## config.mk

```make
export PLATFORM = sky130hd
export DESIGN_NAME = ps2_rx
export DESIGN_NICKNAME = d
export VERILOG_FILES = /design/src/rtl/ps2_pkg.sv /design/src/rtl/ps2_clk_filter.sv /design/src/rtl/ps2_rx.sv
export SDC_FILE = /design/constraint.sdc
export NUM_CORES = 1
export LEC_CHECK = 0
export BUFFER_PORTS_ARGS = -buffer_cell sky130_fd_sc_hd__buf_2
export CAP_MARGIN = 20
export CORE_ASPECT_RATIO = 0.75
export CORE_MARGIN = 5
export CORE_UTILIZATION = 54
export DETAILED_ROUTE_END_ITERATION = 7
export PLACE_DENSITY = 0.75
export SYNTH_ARGS = -nofsm -noshare
export SYNTH_HDL_FRONTEND = slang
export SYNTH_SLANG_ARGS = --single-unit
export TNS_END_PERCENT = 5
```

## constraint.sdc

```tcl
create_clock -name clk -period 2 [get_ports clk]
set_clock_uncertainty 0.2 [all_clocks]
set_input_delay 0.1 -clock clk [delete_from_list [all_inputs] [get_ports clk]]
set_output_delay 0.1 -clock clk [all_outputs]
set_load 0.05 [all_outputs]
```

## src/rtl/ps2_pkg.sv

```systemverilog
// Shared PS/2 definitions: frame geometry, receiver state encodings, parity helper.
// Latency: n/a (types, constants and a pure function only).
// Backpressure: n/a.
package ps2_pkg;

    localparam int PS2_DATA_BITS  = 8;
    localparam int PS2_FRAME_BITS = 11;   // start + 8 data + parity + stop

    localparam logic [1:0] ST_IDLE_ENC = 2'd0;
    localparam logic [1:0] ST_DPS_ENC  = 2'd1;
    localparam logic [1:0] ST_LOAD_ENC = 2'd2;

    typedef enum logic [1:0] {
        ST_IDLE = ST_IDLE_ENC,
        ST_DPS  = ST_DPS_ENC,
        ST_LOAD = ST_LOAD_ENC
    } rx_state_e;

    // Parity bit that makes data plus parity contain an odd number of ones.
    function automatic logic odd_parity(input logic [PS2_DATA_BITS-1:0] data);
        return ~(^data);
    endfunction

endpackage

```

## src/rtl/ps2_clk_filter.sv

```systemverilog
// Glitch filter for the raw PS/2 clock plus falling-edge detector.
// Latency: f_ps2c follows ps2c after FILTER_LEN stable samples; fall_edge is combinational on that change.
// Backpressure: none, free-running.
module ps2_clk_filter #(
    parameter int FILTER_LEN = 8
) (
    input  logic clk,
    input  logic reset,
    input  logic ps2c,
    output logic f_ps2c,
    output logic fall_edge
);

    logic [FILTER_LEN-1:0] filter_q, filter_d;
    logic                  f_ps2c_q, f_ps2c_d;

    // Shift history and filtered level; the history also acts as the pad synchronizer.
    always_ff @(posedge clk) begin
        if (reset) begin
            filter_q <= '0;
            f_ps2c_q <= 1'b0;
        end else begin
            filter_q <= filter_d;
            f_ps2c_q <= f_ps2c_d;
        end
    end

    // Filtered level flips only once the whole history agrees, otherwise it holds.
    always_comb begin
        filter_d = {ps2c, filter_q[FILTER_LEN-1:1]};
        f_ps2c_d = f_ps2c_q;
        if (filter_q == {FILTER_LEN{1'b1}}) begin
            f_ps2c_d = 1'b1;
        end else if (filter_q == {FILTER_LEN{1'b0}}) begin
            f_ps2c_d = 1'b0;
        end
    end

    assign f_ps2c    = f_ps2c_q;
    assign fall_edge = f_ps2c_q & ~f_ps2c_d;

endmodule

```

## src/rtl/ps2_rx.sv

```systemverilog
// PS/2 device-to-host receiver: start, 8 data LSB first, odd parity, stop; flags parity/stop errors and stalls.
// Latency: rx_done_tick 1 cycle after the stop bit's filtered falling edge; dout valid the cycle after.
// Backpressure: none; rx_en low ignores the line and aborts any frame in progress.
module ps2_rx
    import ps2_pkg::*;
#(
    parameter int FILTER_LEN = 8,
    parameter int TIMEOUT    = 200000,
    parameter int TO_W       = 18
) (
    input  logic                     clk,
    input  logic                     reset,
    input  logic                     ps2c,
    input  logic                     ps2d,
    input  logic                     rx_en,
    output logic                     rx_idle,
    output logic                     rx_done_tick,
    output logic [PS2_DATA_BITS-1:0] dout,
    output logic                     parity_err,
    output logic                     frame_err,
    output logic                     timeout_err
);

    localparam logic [TO_W-1:0] TO_LAST = TO_W'(TIMEOUT - 1);

    rx_state_e                 state_q, state_d;
    logic [PS2_FRAME_BITS-2:0] b_q, b_d;      // {stop, parity, d7..d0} after a full frame
    logic [3:0]                n_q, n_d;
    logic [TO_W-1:0]           timer_q, timer_d;
    logic [PS2_DATA_BITS-1:0]  dout_q, dout_d;
    logic                      ps2d_meta_q, ps2d_s_q;
    logic                      fall_edge;
    logic                      f_ps2c_unused;

    ps2_clk_filter #(
        .FILTER_LEN (FILTER_LEN)
    ) u_clk_filter (
        .clk       (clk),
        .reset     (reset),
        .ps2c      (ps2c),
        .f_ps2c    (f_ps2c_unused),
        .fall_edge (fall_edge)
    );

    // Two-flop synchronizer for the data pad.
    always_ff @(posedge clk) begin
        if (reset) begin
            ps2d_meta_q <= 1'b1;
            ps2d_s_q    <= 1'b1;
        end else begin
            ps2d_meta_q <= ps2d;
            ps2d_s_q    <= ps2d_meta_q;
        end
    end

    // Receiver state, shift register, bit counter, stall timer and output byte.
    always_ff @(posedge clk) begin
        if (reset) begin
            state_q <= ST_IDLE;
            b_q     <= '0;
            n_q     <= '0;
            timer_q <= '0;
            dout_q  <= '0;
        end else begin
            state_q <= state_d;
            b_q     <= b_d;
            n_q     <= n_d;
            timer_q <= timer_d;
            dout_q  <= dout_d;
        end
    end

    // Frame sequencing: rx_en abort beats everything, an edge beats the stall timeout.
    always_comb begin
        state_d      = state_q;
        b_d          = b_q;
        n_d          = n_q;
        timer_d      = timer_q;
        dout_d       = dout_q;
        rx_idle      = 1'b0;
        rx_done_tick = 1'b0;
        parity_err   = 1'b0;
        frame_err    = 1'b0;
        timeout_err  = 1'b0;
        case (state_q)
            ST_IDLE: begin
                rx_idle = 1'b1;
                if (fall_edge && rx_en && !ps2d_s_q) begin
                    n_d     = 4'd9;
                    timer_d = '0;
                    state_d = ST_DPS;
                end
            end
            ST_DPS: begin
                if (!rx_en) begin
                    state_d = ST_IDLE;
                end else if (fall_edge) begin
                    b_d     = {ps2d_s_q, b_q[PS2_FRAME_BITS-2:1]};
                    timer_d = '0;
                    if (n_q == 4'd0) begin
                        state_d = ST_LOAD;
                    end else begin
                        n_d = n_q - 4'd1;
                    end
                end else if (timer_q == TO_LAST) begin
                    timeout_err = 1'b1;
                    state_d     = ST_IDLE;
                end else begin
                    timer_d = timer_q + 1'b1;
                end
            end
            ST_LOAD: begin
                dout_d       = b_q[PS2_DATA_BITS-1:0];
                rx_done_tick = 1'b1;
                parity_err   = (b_q[PS2_DATA_BITS] != odd_parity(b_q[PS2_DATA_BITS-1:0]));
                frame_err    = ~b_q[PS2_FRAME_BITS-2];
                state_d      = ST_IDLE;
            end
            default: begin
                state_d = ST_IDLE;
            end
        endcase
    end

    assign dout = dout_q;

endmodule

```

==> run_results.csv, run 1 <==
group,metric,value,unit
detailed_routing,drc,0,
critical_path,r2r_cells,7,
critical_path,path_common_cell,"buf_6",
timing,drv_slew,0,
global_routing,met3_usage,0.04869,
timing,setup_ws,-0.2478,ns
global_routing,antenna_found_initial,0,
clocking,cts_buffers,5,
detailed_routing,vias,2345,
critical_path,regToRegSetupSlack,-0.25,ns
global_routing,grt_max_degree,27,
clocking,clk_latency,0.31,ns
min_path,hold-path-endpoint,"ps2d_s_q",
floorplanning,num_rows,21,
global_routing,use_met2,0.3189,
synth,yosysWarnings,0,
critical_path,rr_endpoint,"timer_q[12]",
synth,ys_seq_area_frac,0.4153,
synth,synth_area,2555,µm²
timing,hold_viol_final,0,
synth,synth_area_leaders,"dfxtp_1, a311oi_2, nand2_1",
pwr,static-leakage-power,1.256,nW
timing,fin_tns_setup,-3.955,ns
synth,netlist.area_leader.share,0.4153,
final_layout,area_delta_synth_final,30.56,%
synth,synth_cell_types,54,
clocking,cts_tree,"done",
critical_path,crit_path_start_kind,"flip-flop",
critical_path,crit_family,"simple AND/OR/NAND/NOR gates",
floorplanning,fp.dieH,69.57,µm
synth,syn_avg_cell_area,9.158,µm²
global_routing,grt_pass1_wl,10.40,mm
place,dp.cells,393,
clocking,cts_root_buffer,"clkbuf_8",
global_routing,grt_pass1_vias,2233,
critical_path,worstSetupEndpointType,"flip-flop",
global_routing,grt_busiest_layer,"met2",
critical_path,slowest_stage,"or4_4",
outcome,outcome,"finished with violations",
critical_path,reg2reg_from,"u_clk_filter.filter_q[4]",
final_layout,finalNonFillerCells,408,
pwr,irDropWorstVdd,0.4466,mV
pwr,powerDensity,518.3,nW/µm²
timing,setup_viol,25,
final_layout,final_area,3336,µm²
timing,hold_ws,0.2461,ns
floorplanning,io-pin-count,18,
critical_path,cp.buffers_inverters,2,
detailed_routing,viasPerCell,5.748,
timing,slew_headroom,0.6753,
critical_path,cp.required,2.01,ns
timing,rsz0062_at_grt,"yes",
floorplanning,die_w,89.43,µm
synth,synth-main-ff-cell,"dfxtp_1",
detailed_routing,postRouteAntennaNets,0,
critical_path,crit_type,"flip-flop to flip-flop",
final_layout,fin_nets,357,
final_layout,drive_gt1_frac,0.3504,
critical_path,slowest_delay,0.56,ns
timing,fin_crit,2.248,ns
critical_path,crit_fanout,3,
detailed_routing,drt_iter0_drc,226,
synth,synth_nets,286,
critical_path,crit_chain,"or4_4 > buf_6 > nor3_4 > buf_6 > nor4_4 > o311a_1 > a41o_1",
global_routing,overflow,0,
timing,finalCritPeriodShare,1.124,
timing,worst_pin_slew,0.4870,ns
place,dp_hpwl,4.316,mm
synth,async_flop_share,0,
min_path,hold_path_class,"flip-flop to flip-flop",
outcome,violations,"negative setup slack",
synth,ys_ff_latch,53,
clocking,clk_pin_slew_worst_paths,0.10,ns
min_path,hold_start,"ps2d_meta_q",
synth,synth_edf_count,0,
place,place_congestion,0.9078,
floorplanning,start_util,0.5653,
detailed_routing,wl_per_cell,15.19,µm
min_path,hold_depth,1,
final_layout,finalCoreUtilization,0.7381,
place,post_dp_cell_area,3055,µm²
detailed_routing,dr.pass1.iters,4,
global_routing,grt_usage,0.2115,
timing,fmax,0.4449,GHz
clocking,cts_num_sinks,53,
final_layout,antenna_cells,0,
critical_path,crit_arrival,2.26,ns
synth,synthTopCellsByCount,"dfxtp_1, nand2_1, nor2_1",
clocking,htree_levels,2,
pwr,power,1.729,mW
place,portBuffers,17,
global_routing,groute.layer.met1.usage,0.2996,
run,maxCapViolCount,0,
synth,synth_top_cell_by_area,"dfxtp_1",
synth,syn_inst,279,
place,pre_cts_ws,-0.2827,ns
clocking,cts_buffer_depth,2,
detailed_routing,totalWireLength,6.198,mm
floorplanning,die-area,6221,µm²
synth,yosysMostFrequentCell,"dfxtp_1",
floorplanning,core_area,4519,µm²
layout make-up:
cell class	count	area, µm²
Timing Repair Buffer	77	585.6
Clock inverter	2	15.01
Inverter	8	30.03
Tap cell	57	71.32
Fill cell	321	1184
Sequential cell	53	1066
Multi-Input combinational cell	205	1495
Clock buffer	6	72.57
report_power, final:
part	switching (mW)	internal [mW]	total [mW]
Clock	0.348	0.247	0.595
Sequential	0.00388	1.06	1.06
Combinational	0.0397	0.0304	0.0701
registers in the layout, summed over array words and instances, names as in the netlist:
name                   cells
timer_q                   18
b_q                       10
dout                       8
u_clk_filter.filter_q      8
n_q                        4
state_q                    2
ps2d_meta_q                1
ps2d_s_q                   1
u_clk_filter.f_ps2c        1
how the worst max path moves through the flow:
stage                              from     endpoint  slack [ns]  cells after the start
6_report       u_clk_filter.filter_q[4]  timer_q[12]       -0.25                      7
5_1_grt        u_clk_filter.filter_q[4]  timer_q[12]       -0.28                      7
4_1_cts        u_clk_filter.filter_q[6]  timer_q[12]       -0.23                      6
3_5_place_dp                 timer_q[0]  timer_q[11]       -0.28                      6
3_3_place_gp   u_clk_filter.filter_q[4]  timer_q[12]       -0.23                      6
2_1_floorplan                timer_q[0]  timer_q[14]       -0.09                      8
worst register-to-register path: cells and delay by family (launching register included):
family / cells / cell delay (ns)
AND/OR/NAND/NOR: 3 / 0.83
AO/OA/AOI/OAI: 2 / 0.49
flip-flops: 1 / 0.33
buffers and inverters: 2 / 0.30
placed cells by master (no fill, tap or decap), types with 3 or more instances in the layout:
master | synthesis | layout
nand2b_1 | 7 | 7
and3_1 | 5 | 4
nand4_1 | 6 | 6
dfxtp_2 | 0 | 4
nand3_1 | 4 | 4
nor4_1 | 4 | 3
a311oi_2 | 9 | 10
dfxtp_1 | 53 | 49
xnor2_1 | 6 | 5
a21oi_2 | 0 | 4
buf_2 | 4 | 15
nor4_4 | 1 | 3
a311oi_1 | 5 | 4
a31oi_1 | 7 | 7
nand2_1 | 33 | 33
nor2_1 | 25 | 24
o21ai_0 | 6 | 3
a41oi_1 | 3 | 3
buf_4 | 0 | 50
a21oi_1 | 21 | 17
o21ai_2 | 1 | 4
clkbuf_8 | 0 | 5
buf_6 | 2 | 6
nor2b_1 | 10 | 10
mux2i_1 | 11 | 11
dlygate4sd3_1 | 0 | 4
inv_1 | 7 | 7
per-layer routing:
layer | wire length, µm | up-vias
met1 | 2972 | 1108
li1 | - | 1168
met2 | 2852 | 63
met5 | 0 | -
met4 | 55 | 0
met3 | 318 | 6
cells by family (layout without fill, tap and decap cells):
kind of cell | Yosys count | after routing | synth area share
AND/OR/NAND/NOR | 120 | 120 | 0.2645
adder cells (fa/ha/maj) | 2 | 2 | 0.009793
flip-flops | 53 | 53 | 0.4153
AO/OA/AOI/OAI | 63 | 63 | 0.1969
buffers and inverters | 21 | 93 | 0.03869
XOR/XNOR | 8 | 8 | 0.02743
multiplexers | 12 | 12 | 0.04750
timing repair:
action | 4_1_cts | 5_1_grt
hold buffers | 4 | 0
setup endpoints to repair | 25 | 32
pin swaps | 7 | 18
gates resized for setup | 12 | 20
endpoints found under the hold margin | 14 | 0
setup buffers | 2 | 1
Power figures use the tool's default switching activity.
==> run 2, diff against run 1 <==
- MAX_ROUTING_LAYER: default -> met4
- TNS_END_PERCENT: 5 -> 20
==> run_results.csv, run 2 (synthesis results as in run 1) <==
group,metric,value,unit
final_layout,drive_gt1_frac,0.3284,
pwr,switching_share,0.2177,
min_path,hold_start,"ps2d_meta_q",
clocking,clk_pin_slew_worst_paths,0.10,ns
global_routing,grt_usage,0.2241,
min_path,hold_depth,1,
detailed_routing,viasPerCell,5.869,
global_routing,grt_max_degree,22,
timing,fin_crit,2.165,ns
timing,hold_ws,0.2396,ns
critical_path,crit_fanout,7,
detailed_routing,postRouteAntennaNets,0,
floorplanning,die_w,89.43,µm
global_routing,grt_pass1_wl,10.87,mm
global_routing,grt_pass1_vias,2215,
final_layout,largest_reg_flops,18,
critical_path,regToRegSetupSlack,-0.17,ns
detailed_routing,drt_iter0_drc,179,
timing,fmax,0.4618,GHz
critical_path,crit_arrival,2.18,ns
clocking,cts_num_sinks,53,
place,place_congestion,0.8666,
detailed_routing,vias,2336,
timing,drv_slew,0,
final_layout,fill_cells,325,
critical_path,rr_endpoint,"timer_q[9]",
critical_path,cp.required,2.01,ns
clocking,cts_buffer_depth,2,
pwr,seqPwrFrac,0.568,
detailed_routing,totalWireLength,6.458,mm
place,dp_hpwl,4.342,mm
timing,finalCritPeriodShare,1.083,
floorplanning,num_rows,21,
critical_path,crit_chain,"nor4b_2 > nand4_1 > nor4_4 > nor2_2 > buf_6 > a311oi_2",
place,post_dp_cell_area,2983,µm²
min_path,hold-path-endpoint,"ps2d_s_q",
detailed_routing,drc,0,
pwr,static-leakage-power,1.229,nW
timing,rsz0062_at_grt,"yes",
critical_path,crit_type,"flip-flop to flip-flop",
final_layout,final_area,3303,µm²
floorplanning,fp.dieH,69.57,µm
global_routing,overflow,0,
pwr,comb_power_share,0.035,
final_layout,area_delta_synth_final,29.29,%
critical_path,slowest_delay,0.40,ns
place,portBuffers,17,
pwr,powerDensity,566.1,nW/µm²
clocking,clk_latency,0.31,ns
critical_path,crit_start,"timer_q[7]",
timing,worst_pin_slew,0.4033,ns
pwr,p_int,1.463,mW
critical_path,reg2reg_from,"timer_q[7]",
outcome,violations,"negative setup slack",
clocking,cts_tree,"done",
critical_path,r2r_cells,6,
clocking,htree_levels,2,
timing,hold_viol_final,0,
critical_path,worstSetupEndpointType,"flip-flop",
pwr,p_switching,0.4072,mW
pwr,p_clk_frac,0.397,
floorplanning,io-pin-count,18,
place,pre_cts_ws,-0.1577,ns
clocking,cts_root_buffer,"clkbuf_8",
critical_path,crit_path_start_kind,"flip-flop",
timing,slew_headroom,0.7306,
floorplanning,die-area,6221,µm²
detailed_routing,dr.pass1.iters,5,
min_path,hold_path_class,"flip-flop to flip-flop",
final_layout,final_common_cell,"dfxtp_1",
outcome,outcome,"finished with violations",
run,maxCapViolCount,0,
detailed_routing,wl_per_cell,16.23,µm
floorplanning,core_area,4519,µm²
timing,setup_ws,-0.1654,ns
pwr,irDropWorstVdd,0.7364,mV
critical_path,slowest_stage,"dfxtp_1",
final_layout,finalCoreUtilization,0.7309,
final_layout,fin_nets,347,
final_layout,largest-register,"timer_q",
final_layout,antenna_cells,0,
final_layout,most-common-layout-cells,"dfxtp_1, buf_4, nand2_1",
floorplanning,start_util,0.5653,
global_routing,antenna_found_initial,0,
timing,setup_viol,25,
final_layout,reg_top3,"timer_q (18), b_q (10)",
clocking,cts_buffers,5,
==> run 2: how the worst max path moves through the flow <==
| stage | to | slack, ns | cells past startpoint |
|---|---|---|---|
| 4_1_cts | timer_q[12] | -0.18 | 6 |
| 5_1_grt | timer_q[3] | -0.23 | 6 |
| 2_1_floorplan | timer_q[12] | -0.06 | 5 |
| 6_report | timer_q[9] | -0.17 | 6 |
| 3_5_place_dp | timer_q[2] | -0.16 | 7 |
| 3_3_place_gp | timer_q[11] | -0.1 | 6 |
==> run 2: worst max-delay path, delay by kind of cell, from the launching register on <==
kind / cells / cell delay [ns]
compound gates: 1 / 0.28
buf+inv: 1 / 0.16
flops: 1 / 0.40
simple gates: 4 / 1.04
==> run 2: repair_timing <==
item | CTS | global route
endpoints found under the hold margin | 5 | 0
gates cloned | 1 | 0
hold buffers | 4 | 0
gates resized for setup | 16 | 15
buffers inserted | 4 | 0
pin swaps | 5 | 4
setup endpoints to repair | 22 | 31
==> run 2: area by class of cell <==
class                      instances  area, µm²  area share
multi-input combinational        206       1521      0.4606
sequential                        53       1066      0.3227
timing repair buffer              66      503.0      0.1523
clock buffer                       6      72.57     0.02197
tap                               57      71.32     0.02159
clock inverter                     2      38.79     0.01174
inverter                           8      30.03    0.009091
==> run 2: power groups by stage <==
stage	sequential, mW	clock, mW	combinational (mW)
after floorplan	1.09	0	0.0341
after global placement	1.09	0	0.0544
after detailed placement	1.09	0	0.0557
after CTS	1.06	0.751	0.0628
after global routing	1.06	0.804	0.0698
final	1.06	0.742	0.0651
==> run 2: through the flow <==
step	TNS (ns)	total power [mW]	cells
global placement	-1.055	1.142	381
detailed placement	-2.105	1.143	381
finish	-2.840	1.870	398
CTS	-2.628	1.877	398
floorplan	-0.5728	1.122	279
global route	-4.495	1.938	398
==> run 2: routing by layer <==
layer | global-route usage | vias to the layer above | wire length (µm)
met5 | - | - | 0
met4 | 0.06446 | 0 | 105
met3 | 0.05107 | 12 | 339
met2 | 0.3115 | 69 | 2894
met1 | 0.3227 | 1111 | 3118
li1 | - | 1144 | -
